[src/rtl/draw_sprite_if.sv]
// vga_if: VGA timing and colour bundle passed between pipeline stages (rev 1.0).
`default_nettype none

interface vga_if;
  logic [10:0] hcount;
  logic [10:0] vcount;
  logic        hsync;
  logic        vsync;
  logic        hblnk;
  logic        vblnk;
  logic [11:0] rgb;

  modport IN  (input  hcount, vcount, hsync, vsync, hblnk, vblnk, rgb);
  modport OUT (output hcount, vcount, hsync, vsync, hblnk, vblnk, rgb);
endinterface

`default_nettype wire

[src/rtl/draw_sprite.sv]
// draw_sprite: overlays an SPR_W x SPR_H ROM image on the VGA stream at a
// frame-latched position; opaque, colour-keyed and blinking modes (rev 1.0).
`default_nettype none

module draw_sprite #(
  parameter int          SPR_W        = 64,
  parameter int          SPR_H        = 48,
  parameter int          ROM_LAT      = 1,
  parameter logic [11:0] KEY_COLOR    = 12'h000,
  parameter int          BLINK_FRAMES = 30,
  localparam int         COL_W        = $clog2(SPR_W),
  localparam int         ROW_W        = $clog2(SPR_H),
  localparam int         AW           = COL_W + ROW_W
) (
  input  logic          clk,
  input  logic          rst,
  vga_if.IN             in,
  vga_if.OUT            out,
  input  logic [11:0]   xpos,
  input  logic [11:0]   ypos,
  input  logic [1:0]    mode,
  input  logic [11:0]   rgb_pixel,
  output logic [AW-1:0] rgb_address
);
  localparam int CNT_W = $clog2(BLINK_FRAMES + 1);

  typedef struct packed {
    logic [10:0] hcount;
    logic [10:0] vcount;
    logic        hsync;
    logic        vsync;
    logic        hblnk;
    logic        vblnk;
    logic [11:0] rgb;
    logic        hit;
    logic        keyed;
    logic        visible;
  } stage_t;

  logic [11:0]          xs;
  logic [11:0]          ys;
  logic [1:0]           mode_s;
  logic                 prev_vblnk;
  logic [CNT_W-1:0]     frame_cnt;
  logic                 blink_on;
  logic                 vblnk_rise;
  logic [12:0]          hc;
  logic [12:0]          vc;
  logic [12:0]          dx;
  logic [12:0]          dy;
  logic                 hit;
  stage_t               cur;
  stage_t [ROM_LAT-1:0] pipe;
  stage_t               last;
  logic                 draw;
  logic [11:0]          rgb_nxt;

  assign vblnk_rise = in.vblnk && !prev_vblnk;

  // Shadow registers and blink counter only move on a vblnk rising edge.
  always_ff @(posedge clk or posedge rst) begin
    if (rst) begin
      xs         <= '0;
      ys         <= '0;
      mode_s     <= 2'b00;
      prev_vblnk <= 1'b0;
      frame_cnt  <= '0;
      blink_on   <= 1'b1;
    end else begin
      prev_vblnk <= in.vblnk;
      if (vblnk_rise) begin
        xs     <= xpos;
        ys     <= ypos;
        mode_s <= mode;
        if (frame_cnt == CNT_W'(BLINK_FRAMES - 1)) begin
          frame_cnt <= '0;
          blink_on  <= !blink_on;
        end else begin
          frame_cnt <= frame_cnt + CNT_W'(1);
        end
      end
    end
  end

  // 13-bit compare so xs + SPR_W never wraps back to column 0.
  always_comb begin
    hc  = {2'b00, in.hcount};
    vc  = {2'b00, in.vcount};
    dx  = hc - {1'b0, xs};
    dy  = vc - {1'b0, ys};
    hit = (hc >= {1'b0, xs}) && (hc < ({1'b0, xs} + 13'(SPR_W))) &&
          (vc >= {1'b0, ys}) && (vc < ({1'b0, ys} + 13'(SPR_H))) &&
          !in.hblnk && !in.vblnk && (mode_s != 2'b00);
  end

  generate
    if (ROW_W > 0) begin : g_row
      logic unused_hi;
      assign unused_hi   = &{1'b0, dx[12:COL_W], dy[12:ROW_W]};
      assign rgb_address = hit ? {dy[ROW_W-1:0], dx[COL_W-1:0]} : '0;
    end else begin : g_norow
      logic unused_hi;
      assign unused_hi   = &{1'b0, dx[12:COL_W], dy};
      assign rgb_address = hit ? dx[COL_W-1:0] : '0;
    end
  endgenerate

  always_comb begin
    cur         = '0;
    cur.hcount  = in.hcount;
    cur.vcount  = in.vcount;
    cur.hsync   = in.hsync;
    cur.vsync   = in.vsync;
    cur.hblnk   = in.hblnk;
    cur.vblnk   = in.vblnk;
    cur.rgb     = in.rgb;
    cur.hit     = hit;
    cur.keyed   = mode_s[1];
    cur.visible = (mode_s != 2'b11) || blink_on;
  end

  // Delay line matches the ROM read latency so each entry meets its rgb_pixel.
  always_ff @(posedge clk or posedge rst) begin
    if (rst) begin
      pipe <= '0;
    end else begin
      pipe[0] <= cur;
      for (int i = 1; i < ROM_LAT; i++) begin
        pipe[i] <= pipe[i-1];
      end
    end
  end

  always_comb begin
    last    = pipe[ROM_LAT-1];
    draw    = last.hit && last.visible && !(last.keyed && (rgb_pixel == KEY_COLOR));
    rgb_nxt = draw ? rgb_pixel : last.rgb;
  end

  always_ff @(posedge clk or posedge rst) begin
    if (rst) begin
      out.hcount <= '0;
      out.vcount <= '0;
      out.hsync  <= 1'b0;
      out.vsync  <= 1'b0;
      out.hblnk  <= 1'b0;
      out.vblnk  <= 1'b0;
      out.rgb    <= '0;
    end else begin
      out.hcount <= last.hcount;
      out.vcount <= last.vcount;
      out.hsync  <= last.hsync;
      out.vsync  <= last.vsync;
      out.hblnk  <= last.hblnk;
      out.vblnk  <= last.vblnk;
      out.rgb    <= rgb_nxt;
    end
  end

endmodule

`default_nettype wire

[src/flat_wrapper.sv]
// flat-port wrapper written by rule: the top's interface ports become plain ports
module draw_sprite_flat 
#(
  parameter int          SPR_W        = 64,
  parameter int          SPR_H        = 48,
  parameter int          ROM_LAT      = 1,
  parameter logic [11:0] KEY_COLOR    = 12'h000,
  parameter int          BLINK_FRAMES = 30,
  localparam int         COL_W        = $clog2(SPR_W),
  localparam int         ROW_W        = $clog2(SPR_H),
  localparam int         AW           = COL_W + ROW_W
)
  (clk, rst, xpos, ypos, mode, rgb_pixel, rgb_address, in_hcount, in_vcount, in_hsync, in_vsync, in_hblnk, in_vblnk, in_rgb, out_hcount, out_vcount, out_hsync, out_vsync, out_hblnk, out_vblnk, out_rgb);
  vga_if in_i ();
  vga_if out_i ();
  input  logic clk;
  input  logic rst;
  input  logic [11:0] xpos;
  input  logic [11:0] ypos;
  input  logic [1:0] mode;
  input  logic [11:0] rgb_pixel;
  output logic [AW-1:0] rgb_address;
  input wire logic [$bits(in_i.hcount)-1:0] in_hcount;
  input wire logic [$bits(in_i.vcount)-1:0] in_vcount;
  input wire logic [$bits(in_i.hsync)-1:0] in_hsync;
  input wire logic [$bits(in_i.vsync)-1:0] in_vsync;
  input wire logic [$bits(in_i.hblnk)-1:0] in_hblnk;
  input wire logic [$bits(in_i.vblnk)-1:0] in_vblnk;
  input wire logic [$bits(in_i.rgb)-1:0] in_rgb;
  output wire logic [$bits(out_i.hcount)-1:0] out_hcount;
  output wire logic [$bits(out_i.vcount)-1:0] out_vcount;
  output wire logic [$bits(out_i.hsync)-1:0] out_hsync;
  output wire logic [$bits(out_i.vsync)-1:0] out_vsync;
  output wire logic [$bits(out_i.hblnk)-1:0] out_hblnk;
  output wire logic [$bits(out_i.vblnk)-1:0] out_vblnk;
  output wire logic [$bits(out_i.rgb)-1:0] out_rgb;
  assign in_i.hcount = in_hcount;
  assign in_i.vcount = in_vcount;
  assign in_i.hsync = in_hsync;
  assign in_i.vsync = in_vsync;
  assign in_i.hblnk = in_hblnk;
  assign in_i.vblnk = in_vblnk;
  assign in_i.rgb = in_rgb;
  assign out_hcount = out_i.hcount;
  assign out_vcount = out_i.vcount;
  assign out_hsync = out_i.hsync;
  assign out_vsync = out_i.vsync;
  assign out_hblnk = out_i.hblnk;
  assign out_vblnk = out_i.vblnk;
  assign out_rgb = out_i.rgb;
  draw_sprite #(.SPR_W(SPR_W), .SPR_H(SPR_H), .ROM_LAT(ROM_LAT), .KEY_COLOR(KEY_COLOR), .BLINK_FRAMES(BLINK_FRAMES)) u_core (.clk(clk), .rst(rst), .in(in_i), .out(out_i), .xpos(xpos), .ypos(ypos), .mode(mode), .rgb_pixel(rgb_pixel), .rgb_address(rgb_address));
endmodule
[config.mk]
export PLATFORM = sky130hd
export DESIGN_NAME = draw_sprite_flat
export DESIGN_NICKNAME = d
export VERILOG_FILES = /design/src/rtl/draw_sprite_if.sv /design/src/rtl/draw_sprite.sv /design/src/flat_wrapper.sv
export SDC_FILE = /design/constraint.sdc
export NUM_CORES = 1
export LEC_CHECK = 0
export CAP_MARGIN = 10
export CELL_PAD_IN_SITES_DETAIL_PLACEMENT = 0
export CELL_PAD_IN_SITES_GLOBAL_PLACEMENT = 1
export CORE_MARGIN = 1
export CORE_UTILIZATION = 39
export CTS_BUF_LIST = sky130_fd_sc_hd__clkbuf_4 sky130_fd_sc_hd__clkbuf_8
export DETAILED_ROUTE_END_ITERATION = 8
export PLACE_DENSITY_LB_ADDON = 0.1
export SLEW_MARGIN = 10
export SYNTH_ARGS = -nofsm -noshare
export SYNTH_HDL_FRONTEND = slang
export SYNTH_SLANG_ARGS = --single-unit
[constraint.sdc]
create_clock -name clk -period 3.8 [get_ports clk]
set_input_delay 0.38 -clock clk [delete_from_list [all_inputs] [get_ports clk]]
set_output_delay 0.38 -clock clk [all_outputs]
set_load 0.02 [all_outputs]
## Word-level counts from Yosys, hierarchy flattened

Cells that the tools add are included.

- Bits in registers: 111
- Output and inout port bits: 50
- Logic and storage cells: 55

- Add/sub/neg operators: 5
- Order comparisons: 4
- Eq/ne operators: 2
- Multiplexer cells: 3
- Reduce and logical (&&, ||, !) cells: 19

Operators with widths:

| kind | number |
|---|---|
| 11-bit by 13-bit < comparator with 1-bit output | 2 |
| 11-bit by 12-bit >= comparator with 1-bit output | 2 |
| 12-bit 2-to-1 mux | 2 |
| 12-bit by 6-bit adder with 13-bit output (second input constant) | 1 |
| 12-bit by 7-bit adder with 13-bit output (second input constant) | 1 |
| 12-bit logical NOT | 1 |
| 6-bit subtractor | 2 |
| 1-bit logical AND | 10 |
| 5-bit by 1-bit adder with 5-bit output (second input constant) | 1 |
| 5-bit == test (second input constant) | 1 |
| 1-bit logical NOT | 5 |
| 5-bit 2-to-1 mux | 1 |
| 2-bit != test (second input constant) | 1 |
| 2-bit AND reduction | 1 |
| 2-bit nonzero test | 1 |
| 1-bit logical OR | 1 |

## Logic depth before layout (Yosys ltp)

Gate-level depths: netlist of the first run.

- Word-level depth: 9
- Gate-level depth with buffers: 12
- Mapped depth without buffers: 11

## Least setup slack after synthesis of the first run

Ideal clock, no wire load.

- Path type: reg-to-output
- From: register u_core.ys[4]
- To: output port rgb_address[10]
- Arrival: 2.678 ns
- Data required time: 3.420 ns
- Setup slack: 0.742 ns
- Stages on the path, launching flop included: 12
- Cells stage by stage: dfrtp_1 inv_1 ha_1 nor3_1 xnor2_1 ha_1 a21boi_0 a2111oi_0 a221oi_1 a41o_1 buf_2 nor3_2

- Word-level cells in the longest chain between the ends: 7
- Elaborated cells between the ends (all ways): 10
- Those cells by class: 2 x add/sub; 2 x order compare; 1 x mux; 5 x reduce/logical

RTL lines:

| what | line | source |
|---|---|---|
| from (decl) | draw_sprite.sv:41 | `logic [11:0] ys;` |
| from (signal assigned) | draw_sprite.sv:73 | `ys <= ypos;` |
| 12-bit by 6-bit adder with 13-bit output / 11-bit by 12-bit >= comparator with 1-bit output (equally long branches) | draw_sprite.sv:92 | `(vc >= {1'b0, ys}) && (vc < ({1'b0, ys} + 13'(SPR_H))) &&` |
| 11-bit by 13-bit < comparator with 1-bit output / 1-bit logical AND (equally long branches) | draw_sprite.sv:92, draw_sprite.sv:91 |  |
| 1-bit logical AND (2 in series) | draw_sprite.sv:92 |  |
| 1-bit logical AND (2 in series) | draw_sprite.sv:93 | `!in.hblnk && !in.vblnk && (mode_s != 2'b00);` |
| 12-bit 2-to-1 mux (*) | draw_sprite.sv:100 | `assign rgb_address = hit ? {dy[ROW_W-1:0], dx[COL_W-1:0]} : '0;` |
| to (decl) | flat_wrapper.sv:22 | `output logic [AW-1:0] rgb_address;` |

Mark *: on every way between the ends. The rest lies on a longest branch, timed or not.

## Worst setup path in the final report of the first run

- From: register u_core.ys[4]
- To: output port rgb_address[0]

- Word-level cells in the longest chain between the ends: 7
- Elaborated cells between the ends (all ways): 9
- Those cells by class: 1 x add/sub; 2 x order compare; 1 x mux; 5 x reduce/logical

RTL lines:

| what | line |
|---|---|
| 12-bit by 6-bit adder with 13-bit output / 11-bit by 12-bit >= comparator with 1-bit output (equally long branches) | draw_sprite.sv:92 |
| 11-bit by 13-bit < comparator with 1-bit output / 1-bit logical AND (equally long branches) | draw_sprite.sv:92, draw_sprite.sv:91 |
| 1-bit logical AND (*) (2 in series) | draw_sprite.sv:92 |
| 1-bit logical AND (*) (2 in series) | draw_sprite.sv:93 |
| 12-bit 2-to-1 mux (*) | draw_sprite.sv:100 |

Marks and branches as above.

==> flow_metrics.py, run 1 <==
metrics = {
    "global_routing": {
        "track_usage_pct": 17.7,
        "globalRouteOverflowTotal": 0,
        "grt_pass1_vias": 3323,
        "grt_pass1_wl_mm": 16.9,
        "grt_max_degree": 60,
        "antenna_found_initial": 0,
    },
    "sta": {
        "skew_ns": 0.00737,
        "whs_ns": 0.352,
        "tns_ns": 0,
        "drv_slew": 0,
        "slew_headroom_pct": 52.2,
        "post-route-period-util_pct": 96.8,
        "fmax_ghz": 0.272,
        "finalHoldViolCount": 0,
        "fin_crit_ns": 3.68,
        "setup_viol": 0,
        "worstMarginPinSlew_ns": 0.716,
    },
    "critical_path": {
        "crit_arrival_ns": 3.30,
        "r2r-start": "u_core.ys[4]",
        "crit_fanout": 8,
        "worstPathRequired_ns": 3.42,
        "critPathCapture": "rgb_address[0]",
        "endpoint_kind": "output port",
        "start_kind": "flop",
        "r2r_slack_ns": 1.04,
        "startpoint": "u_core.ys[4]",
        "rr_endpoint": "u_core.last[2]",
        "ff2ff_path_depth": 13,
        "worstSetupPathType": "flop to output port",
    },
    "floorplanning": {
        "std_cell_rows": 39,
        "start_util_pct": 40.7,
        "ioPinCount": 128,
        "die-width_um": 112,
        "fp.coreArea_mm2": 0.0117,
        "dieHeight_um": 112,
        "dieArea_mm2": 0.0126,
    },
    "drt": {
        "route.detailed.drc": 13,
        "antenna_left": 0,
        "wirelength_mm": 10.5,
        "initialDrtViolationCount": 145,
        "avgViaCountPerCell": 4.87,
        "drtPass1Iterations": 6,
        "vias": 3308,
        "wl_per_cell_um": 15.5,
    },
    "clock_network": {
        "clkTransAtPathRegs_ns": 0.10,
        "cts_sinks": 111,
        "root_buffer": "clkbuf_8",
        "cts_made_buffers": 9,
        "tritoncts": "yes",
        "h-tree-depth": 3,
        "cts_max_path_buffers": 2,
        "cts_hold_buffers": 0,
        "clkLatencyLatePin_ns": 0.38,
    },
    "placement": {
        "finalWeightedCongestion": 0.849,
        "hpwl_mm": 7.88,
        "io_buffers": 127,
    },
    "final_layout": {
        "synthToLayoutAreaGrowth_pct": 37.8,
        "mostFrequentLayoutCells": "clkdlybuf4s50_1, dfrtp_1, ha_1, inv_1, o21ai_0",
        "fin_util_pct": 56.1,
        "ff_latch_area_mm2": 0.00278,
        "nets": 649,
        "drive_gt1_share_pct": 16.6,
        "final_common_cell": "clkdlybuf4s50_1",
        "fillers": 1034,
        "antenna_cells": 0,
        "multiInputGateArea_mm2": 0.00185,
    },
    "pwr": {
        "ir_worst_vdd_uv": 212,
        "p_leak_nw": 2.90,
        "power_mw": 2.72,
        "power_density_mw_per_mm2": 416,
    },
    "logic_synthesis": {
        "ys_seq_area_share_pct": 58.5,
        "synth_nets": 494,
        "yosysWarningCount": 0,
        "syn_inst": 376,
        "ys_ff_latch": 111,
        "ys_types": 47,
        "yosysTopAreaCell": "dfrtp_1",
        "netlist_area_mm2": 0.00475,
        "syn_avg_cell_area_um2": 12.6,
        "synth_top_area_share_pct": 58.0,
        "synth_area_leaders": "dfrtp_1, ha_1, mux2_2",
    },
    "outcome": {
        "status": "finished with violations",
        "violations": "DRC",
    },
    "worst_hold_path": {
        "hold_path.class": "flop to flop",
    },
    "job": {
        "max_cap_viol_count": 0,
    },
}
[critical path, cell delays in order (launching register included)]
cell and delay (ns):
dfrtp_1 0.39, inv_1 0.07, ha_1 0.21, buf_4 0.15
xor2_1 0.16, ha_1 0.30, nand3_1 0.08, a21boi_0 0.17
a2111oi_4 0.24, a221oi_2 0.09, a41o_2 0.33, buf_4 0.18
buf_4 0.14, nor3_2 0.11, clkdlybuf4s15_2 0.29
[metrics by stage]
stage / std cells / setup WS (ns) / area [µm²]
floorplan: 376 / 0.491 / 4750
global placement: 655 / 0.00921 / 6300
detailed placement: 655 / -0.00673 / 6300
CTS: 672 / 0.00287 / 6480
global route: 679 / -0.0601 / 6540
finish: 679 / 0.122 / 6540
[worst min path at each step]
stage,from,to,slack [ns],cells past startpoint
2_1_floorplan,u_core.last[16],u_core.out.hblnk,0.33,0
3_3_place_gp,u_core.last[21],u_core.out.vcount[2],0.33,0
3_5_place_dp,u_core.last[36],u_core.out.hcount[6],0.33,0
4_1_cts,u_core.last[28],u_core.out.vcount[9],0.36,0
5_1_grt,u_core.last[35],u_core.out.hcount[5],0.36,0
6_report,u_core.last[26],u_core.out.vcount[7],0.35,0
[cell families after synthesis]
family / count (synthesis) / share of synthesized area (%)
DFF: 111 / 58.5
and+or+nand+nor: 79 / 9.30
AOI/OAI and AO/OA: 67 / 9.70
buffers and inverters: 40 / 3.35
adders and majority gates: 40 / 10.9
muxes: 21 / 4.95
xor gates and xnor gates: 18 / 3.32
[cell usage after synthesis (all sizes together)]
cell and instances:
a41o 1, nand2b 2, buf 3, nand4 8, o31a 2, a21oi 10, mux2 20, nor3 14
nand4b 2, and4b 1, xnor2 12, o2111ai 1, nor4 1, fa 2, o21a 2, nor2b 4
nor4b 1, o22ai 1, inv 31, a311o 1, nand3 4, nand3b 1, dfrtp 110, nand2 27
dfstp 1, xor2 6, o211ai 2, ha 38, clkbuf 6, nor2 12, a21boi 1, a211oi 3
o311ai 1, a2111oi 4, a21o 6, a221oi 1, a41oi 1, mux2i 1, and3 2, o21ai 29
o31ai 1
[layout make-up]
cell class,count,share of cell area (%)
clock buffers,13,2.45
clock inverters,3,0.287
inverters,31,1.82
multi-input cells,225,28.3
flip-flops and latches,111,42.5
well taps,143,2.73
repair buffers,153,22.0
[sequential cells by signal (all words and copies together), names as in the netlist]
signal             count
u_core.last           40
u_core.out.rgb        12
u_core.xs             12
u_core.ys             12
u_core.out.hcount     11
u_core.out.vcount     11
u_core.frame_cnt       5
u_core.mode_s          2
u_core.blink_on        1
u_core.out.hblnk       1
u_core.out.hsync       1
u_core.out.vblnk       1
u_core.out.vsync       1
u_core.prev_vblnk      1
[what timing repair did]
action,CTS,global route
buffers inserted,1,7
hold endpoints to repair,0,0
pin swaps,1,0
cloned,0,0
endpoints found under the setup margin,12,12
gates resized for setup,24,8
[layer usage]
layer,global-route usage (%),vias up,routed length [µm]
met5,0,-,0
met4,8.00,0,190
met3,3.24,13,550
met2,26.6,88,4680
met1,24.9,1588,5070
li1,-,1619,-
[power by group]
part / switching [mW] / internal [mW] / total [mW]
Combinational: 0.344 / 0.352 / 0.696
Clock: 0.383 / 0.278 / 0.661
Sequential: 0.0666 / 1.30 / 1.36
Total: 0.793 / 1.93 / 2.72
No activity file was read; power rests on OpenSTA's default activity.
==> inputs of run 2 (changes only) <==
--- a/config.mk
+++ b/config.mk
@@ -13,6 +13,7 @@
 export CTS_BUF_LIST = sky130_fd_sc_hd__clkbuf_4 sky130_fd_sc_hd__clkbuf_8
 export DETAILED_ROUTE_END_ITERATION = 8
 export PLACE_DENSITY_LB_ADDON = 0.1
+export SKIP_LAST_GASP = 1
 export SLEW_MARGIN = 10
 export SYNTH_ARGS = -nofsm -noshare
 export SYNTH_HDL_FRONTEND = slang
==> run 2 against run 1 <==
Net effect: the run still ends with DRC left; via count is essentially flat; clock power is essentially flat; sequential share of layout area is the same; final area is the same; worst hold slack is the same; sequential power is essentially flat; count of clock-buffer cells in the layout is the same; non-clock buffer count is the same; cell count is the same; global-route usage is the same; routed wire length is essentially flat; die area is the same; critical endpoint unchanged.
==> flow_metrics.py, run 2 (synthesized netlist as in run 1, its figures left out) <==
metrics = {
    "outcome": {
        "status": "finished with violations",
        "violations": "DRC",
    },
    "drt": {
        "wl_met2_mm": 4.68,
        "wl_per_cell_um": 15.5,
        "wirelength_mm": 10.5,
        "vias": 3310,
        "wl_met3_um": 550,
        "antenna_left": 0,
        "initialDrtViolationCount": 145,
        "avgViaCountPerCell": 4.87,
        "drtPass1Iterations": 6,
        "route.detailed.drc": 13,
        "dr.max_layer_used": "met4",
        "met1_length_mm": 5.07,
    },
    "clock_network": {
        "cts_made_buffers": 9,
        "clkTransAtPathRegs_ns": 0.10,
        "cts_max_path_buffers": 2,
        "cts_sinks": 111,
        "root_buffer": "clkbuf_8",
        "cts_hold_buffers": 0,
        "clkLatencyLatePin_ns": 0.38,
        "tritoncts": "yes",
        "h-tree-depth": 3,
    },
    "placement": {
        "finalWeightedCongestion": 0.849,
        "hpwl_mm": 7.88,
        "pre_cts_ws_ns": -0.00673,
        "dpl_cell_area_mm2": 0.00630,
        "io_buffers": 127,
    },
    "critical_path": {
        "start_kind": "flop",
        "crit_arrival_ns": 3.30,
        "ff2ff_path_depth": 13,
        "endpoint_kind": "output port",
        "worstPathRequired_ns": 3.42,
        "crit_fanout": 8,
        "worstSetupPathType": "flop to output port",
    },
    "sta": {
        "setup_ws_ns": 0.122,
        "tns_ns": 0,
        "whs_ns": 0.352,
        "post-route-period-util_pct": 96.8,
        "fmax_ghz": 0.272,
        "fin_crit_ns": 3.68,
        "worstMarginPinSlew_ns": 0.716,
        "slew_headroom_pct": 52.2,
        "setup_viol": 0,
        "drv_slew": 0,
        "finalHoldViolCount": 0,
        "skew_ns": 0.00737,
    },
    "final_layout": {
        "largest_reg_flops": 40,
        "final_area_mm2": 0.00654,
        "drive_gt1_share_pct": 16.6,
        "synthToLayoutAreaGrowth_pct": 37.8,
        "nets": 649,
        "mostFrequentLayoutCells": "clkdlybuf4s50_1, dfrtp_1, ha_1, inv_1, o21ai_0",
        "antenna_cells": 0,
        "final_common_cell": "clkdlybuf4s50_1",
    },
    "global_routing": {
        "antenna_found_initial": 0,
        "track_usage_pct": 17.7,
        "globalRouteOverflowTotal": 0,
        "grt_max_degree": 60,
        "grt_pass1_wl_mm": 16.9,
        "grt_pass1_vias": 3323,
    },
    "floorplanning": {
        "dieArea_mm2": 0.0126,
        "start_util_pct": 40.7,
        "std_cell_rows": 39,
        "fp.coreArea_mm2": 0.0117,
        "dieHeight_um": 112,
        "die-width_um": 112,
        "ioPinCount": 128,
    },
    "pwr": {
        "power_density_mw_per_mm2": 416,
        "internal_power_mw": 1.93,
        "power_frac_seq_pct": 50.1,
        "p_leak_nw": 2.90,
        "power_frac_clock_pct": 24.3,
        "combPwrFrac_pct": 25.6,
        "ir_worst_vdd_uv": 212,
        "p_sw_mw": 0.793,
        "p_sw_share_pct": 29.2,
    },
    "job": {
        "max_cap_viol_count": 0,
    },
    "worst_hold_path": {
        "hold_path.class": "flop to flop",
        "holdPathStages": 0,
    },
}
-- run 2: cell types whose count changed in the layout (fill, tap and decap cells not counted) --
cell and delta:
buf_2 -1, clkbuf_2 +1
-- run 2: worst paths after layout --
kind / start / end / slack (ns)
worst max-delay path: u_core.ys[4] / rgb_address[0] / 0.12
worst min-delay path: u_core.last[26] / u_core.out.vcount[7] / 0.35
worst max register to register: u_core.ys[4] / u_core.last[2] / 1.04
worst min register to register: u_core.last[26] / u_core.out.vcount[7] / 0.35
max in group asynchronous: rst / u_core.blink_on / 2.43
min in group asynchronous: rst / u_core.last[6] / 0.46
-- run 2: cell type report --
cell class | instances | area (µm²)
clock buffer | 13 | 160
timing repair buffer | 153 | 1440
clock inverter | 3 | 18.8
sequential | 111 | 2780
fill | 1034 | 5120
inverter | 31 | 119
tap | 143 | 179
multi-input combinational | 225 | 1850
-- run 2: stage by stage --
| stage | utilization, % | cells | power (mW) |
|---|---|---|---|
| 4_1_cts | 55.6 | 672 | 2.71 |
| 3_5_place_dp | 54.0 | 655 | 2.04 |
| 5_1_grt | 56.1 | 679 | 2.89 |
| 6_report | 56.1 | 679 | 2.72 |
| 3_3_place_gp | 54.0 | 655 | 2.03 |
| 2_1_floorplan | - | 376 | 1.76 |
-- run 2: timing repair --
action | CTS | global route
pin swaps | 1 | 0
buffers inserted | 1 | 7
setup endpoints to repair | 12 | 12
resized for setup | 21 | 10
-- run 2: power groups by stage --
stage	logic, mW	clock network (mW)	registers (mW)
2_1_floorplan	0.369	0	1.40
5_1_grt	0.778	0.739	1.38
3_3_place_gp	0.644	0	1.38
3_5_place_dp	0.653	0	1.39
4_1_cts	0.662	0.686	1.36
6_report	0.696	0.661	1.36
-- run 2: critical path: stages, from the launching register on --
cell             delay, ns
dfrtp_1               0.39
inv_1                 0.07
ha_1                  0.21
buf_4                 0.15
xor2_1                0.16
ha_1                  0.30
nand3_1               0.08
a21boi_0              0.17
a2111oi_4             0.24
a221oi_2              0.09
a41o_2                0.33
buf_4                 0.18
buf_4                 0.14
nor3_2                0.11
clkdlybuf4s15_2       0.29
-- run 2: per-layer routing --
metal	GRT usage, %	vias up
li1	-	1619
met5	0	-
met3	3.24	13
met1	24.9	1590
met2	26.6	88
met4	8.00	0
==> inputs of run 3 (changes only) <==
--- a/config.mk
+++ b/config.mk
@@ -8,11 +8,12 @@
 export CAP_MARGIN = 10
 export CELL_PAD_IN_SITES_DETAIL_PLACEMENT = 0
 export CELL_PAD_IN_SITES_GLOBAL_PLACEMENT = 1
-export CORE_MARGIN = 1
+export CORE_MARGIN = 8
 export CORE_UTILIZATION = 39
 export CTS_BUF_LIST = sky130_fd_sc_hd__clkbuf_4 sky130_fd_sc_hd__clkbuf_8
 export DETAILED_ROUTE_END_ITERATION = 8
 export PLACE_DENSITY_LB_ADDON = 0.1
+export RECOVER_POWER = 25
 export SKIP_LAST_GASP = 1
 export SLEW_MARGIN = 10
 export SYNTH_ARGS = -nofsm -noshare
==> run 3 against run 2 <==
Net effect: combinational power fell by 5.3%; sequential power about the same; first-iteration DRC count grew 7.6%; utilization shrank 2.1 points; critical path depth is the same; sequential share of layout area increased by 0.52 points; the run ends with capacitance limit, slew limit left; clock power grew 0.8%; global-route usage decreased by 3.3 points; count of clock-buffer cells in the layout is 1 lower; flip-flop and latch count unchanged; highest routed layer unchanged; final area shrank 1.2%; register-to-register slack better by 0.17 ns; largest power group unchanged.
==> flow_metrics.py, run 3 (synthesized netlist as in run 1, its figures left out) <==
metrics = {
    "final_layout": {
        "final_common_cell": "dfrtp_1",
        "drive_gt1_share_pct": 16.4,
        "largest_reg_flops": 40,
        "synthToLayoutAreaGrowth_pct": 36.2,
        "nets": 642,
        "fin_util_pct": 54.0,
        "mostFrequentLayoutCells": "dfrtp_1, clkdlybuf4s50_1, ha_1, dlygate4sd3_1, inv_1",
        "antenna_cells": 0,
        "final_area_mm2": 0.00646,
    },
    "global_routing": {
        "grt_max_degree": 64,
        "grt_pass1_wl_mm": 18.2,
        "globalRouteOverflowTotal": 0,
        "antenna_found_initial": 0,
        "grt_pass1_vias": 3463,
        "track_usage_pct": 14.3,
    },
    "drt": {
        "initialDrtViolationCount": 156,
        "drtPass1Iterations": 4,
        "antenna_left": 0,
        "vias": 3245,
        "avgViaCountPerCell": 4.80,
        "wl_per_cell_um": 16.4,
        "route.detailed.drc": 0,
        "wirelength_mm": 11.1,
    },
    "sta": {
        "post-route-period-util_pct": 94.8,
        "slew_headroom_pct": -57.0,
        "worstMarginPinSlew_ns": 2.35,
        "fin_crit_ns": 3.60,
        "fmax_ghz": 0.278,
        "grt_setup_unrepaired": "yes",
        "drv_slew": 64,
        "setup_viol": 0,
        "setup_ws_ns": 0.197,
        "tns_ns": 0,
        "finalHoldViolCount": 0,
        "skew_ns": 0.0105,
    },
    "critical_path": {
        "r2r-start": "u_core.ys[4]",
        "worstPathRequired_ns": 3.42,
        "worstSetupPathType": "flop to output port",
        "rr_endpoint": "u_core.last[2]",
        "endpoint_kind": "output port",
        "startpoint": "u_core.ys[4]",
        "start_kind": "flop",
        "r2r_slack_ns": 1.21,
        "crit_arrival_ns": 3.22,
        "ff2ff_path_depth": 12,
        "crit_fanout": 5,
    },
    "pwr": {
        "power_frac_clock_pct": 24.8,
        "p_leak_nw": 2.85,
        "internal_power_mw": 1.89,
        "p_sw_mw": 0.795,
        "p_sw_share_pct": 29.6,
        "power_density_mw_per_mm2": 415,
        "combPwrFrac_pct": 24.5,
        "ir_worst_vdd_uv": 263,
        "power_frac_seq_pct": 50.7,
    },
    "floorplanning": {
        "die-width_um": 126,
        "dieArea_mm2": 0.0160,
        "start_util_pct": 39.7,
        "std_cell_rows": 40,
        "fp.coreArea_mm2": 0.0120,
        "ioPinCount": 128,
        "dieHeight_um": 126,
    },
    "worst_hold_path": {
        "holdPathStages": 0,
        "hold_path.class": "flop to flop",
        "hp-start": "u_core.last[37]",
        "min_to": "u_core.out.hcount[7]",
    },
    "clock_network": {
        "cts_max_path_buffers": 2,
        "cts_made_buffers": 9,
        "cts_sinks": 111,
        "tritoncts": "yes",
        "clkLatencyLatePin_ns": 0.37,
        "h-tree-depth": 3,
        "root_buffer": "clkbuf_8",
        "clkTransAtPathRegs_ns": 0.10,
        "cts_hold_buffers": 0,
    },
    "outcome": {
        "violations": "capacitance limit, slew limit",
        "status": "finished with violations",
    },
    "placement": {
        "hpwl_mm": 8.73,
        "pre_cts_ws_ns": -0.0786,
        "dpl_cell_area_mm2": 0.00631,
        "io_buffers": 127,
        "finalWeightedCongestion": 0.799,
    },
    "job": {
        "max_cap_viol_count": 1,
    },
}
[run 3: cell types whose count changed in the layout (fill, tap and decap cells not counted), sizes merged, moves of 7 or more]
cell           before  now
clkdlybuf4s50     115   78
dlygate4sd3         0   37
buf                28   21
clkbuf             15   22
dlygate4sd2         7    0
[run 3: critical path, cell delays in order, from the launching register on]
cell,delay [ns]
dfrtp_1,0.39
inv_1,0.07
ha_1,0.22
buf_4,0.15
xor2_1,0.16
ha_1,0.29
nand3_1,0.07
a21boi_0,0.10
a2111oi_2,0.35
a221oi_1,0.14
a41o_2,0.31
buf_4,0.15
nor3_2,0.17
buf_4,0.13
clkbuf_2,0.15
[run 3: worst max path at each step]
stage                               end  slack [ns]  cells past startpoint
floorplan           u_core.frame_cnt[0]        0.49                      1
global placement        rgb_address[11]       -0.04                     12
detailed placement      rgb_address[11]       -0.08                     12
CTS                      rgb_address[4]        0.01                     12
global route            rgb_address[11]       -0.06                     14
finish                  rgb_address[11]        0.20                     14
[run 3: through the flow]
step / power [mW] / hold slack (ns) / std cells
3_5_place_dp: 2.05 / 0.335 / 658
3_3_place_gp: 2.03 / 0.332 / 658
6_report: 2.69 / 0.348 / 676
4_1_cts: 2.73 / 0.347 / 675
5_1_grt: 2.85 / 0.363 / 676
2_1_floorplan: 1.76 / 0.331 / 376
[run 3: routing by layer]
metal | up-vias | part of all wire, % | routed length (µm) | global-route usage, %
li1 | 1600 | - | - | -
met1 | 1546 | 50 | 5540 | 19.7
met2 | 88 | 44 | 4830 | 21.1
met3 | 11 | 4.9 | 539 | 3.64
met4 | 0 | 1.6 | 182 | 5.73
met5 | - | 0 | 0 | 0
[run 3: timing repair]
item | CTS | global route
pin swaps | 0 | 0
endpoints found under the setup margin | 12 | 12
buffers inserted | 1 | 1
gates cloned | 0 | 0
resized for setup | 21 | 25
[run 3: layout make-up]
cell class	count	area (µm²)
Clock buffer	12	153
Sequential cell	111	2780
Fill cell	1068	5500
Timing Repair Buffer	146	1370
Tap cell	147	184
Multi-Input combinational cell	225	1840
Clock inverter	4	31.3
Inverter	31	116
[run 3: power by group through the flow]
stage | Sequential [mW] | Clock (mW) | Combinational (mW)
after CTS | 1.36 | 0.696 | 0.669
after floorplan | 1.40 | 0 | 0.369
final | 1.36 | 0.666 | 0.659
after detailed placement | 1.39 | 0 | 0.659
after global placement | 1.38 | 0 | 0.649
after global routing | 1.37 | 0.740 | 0.740
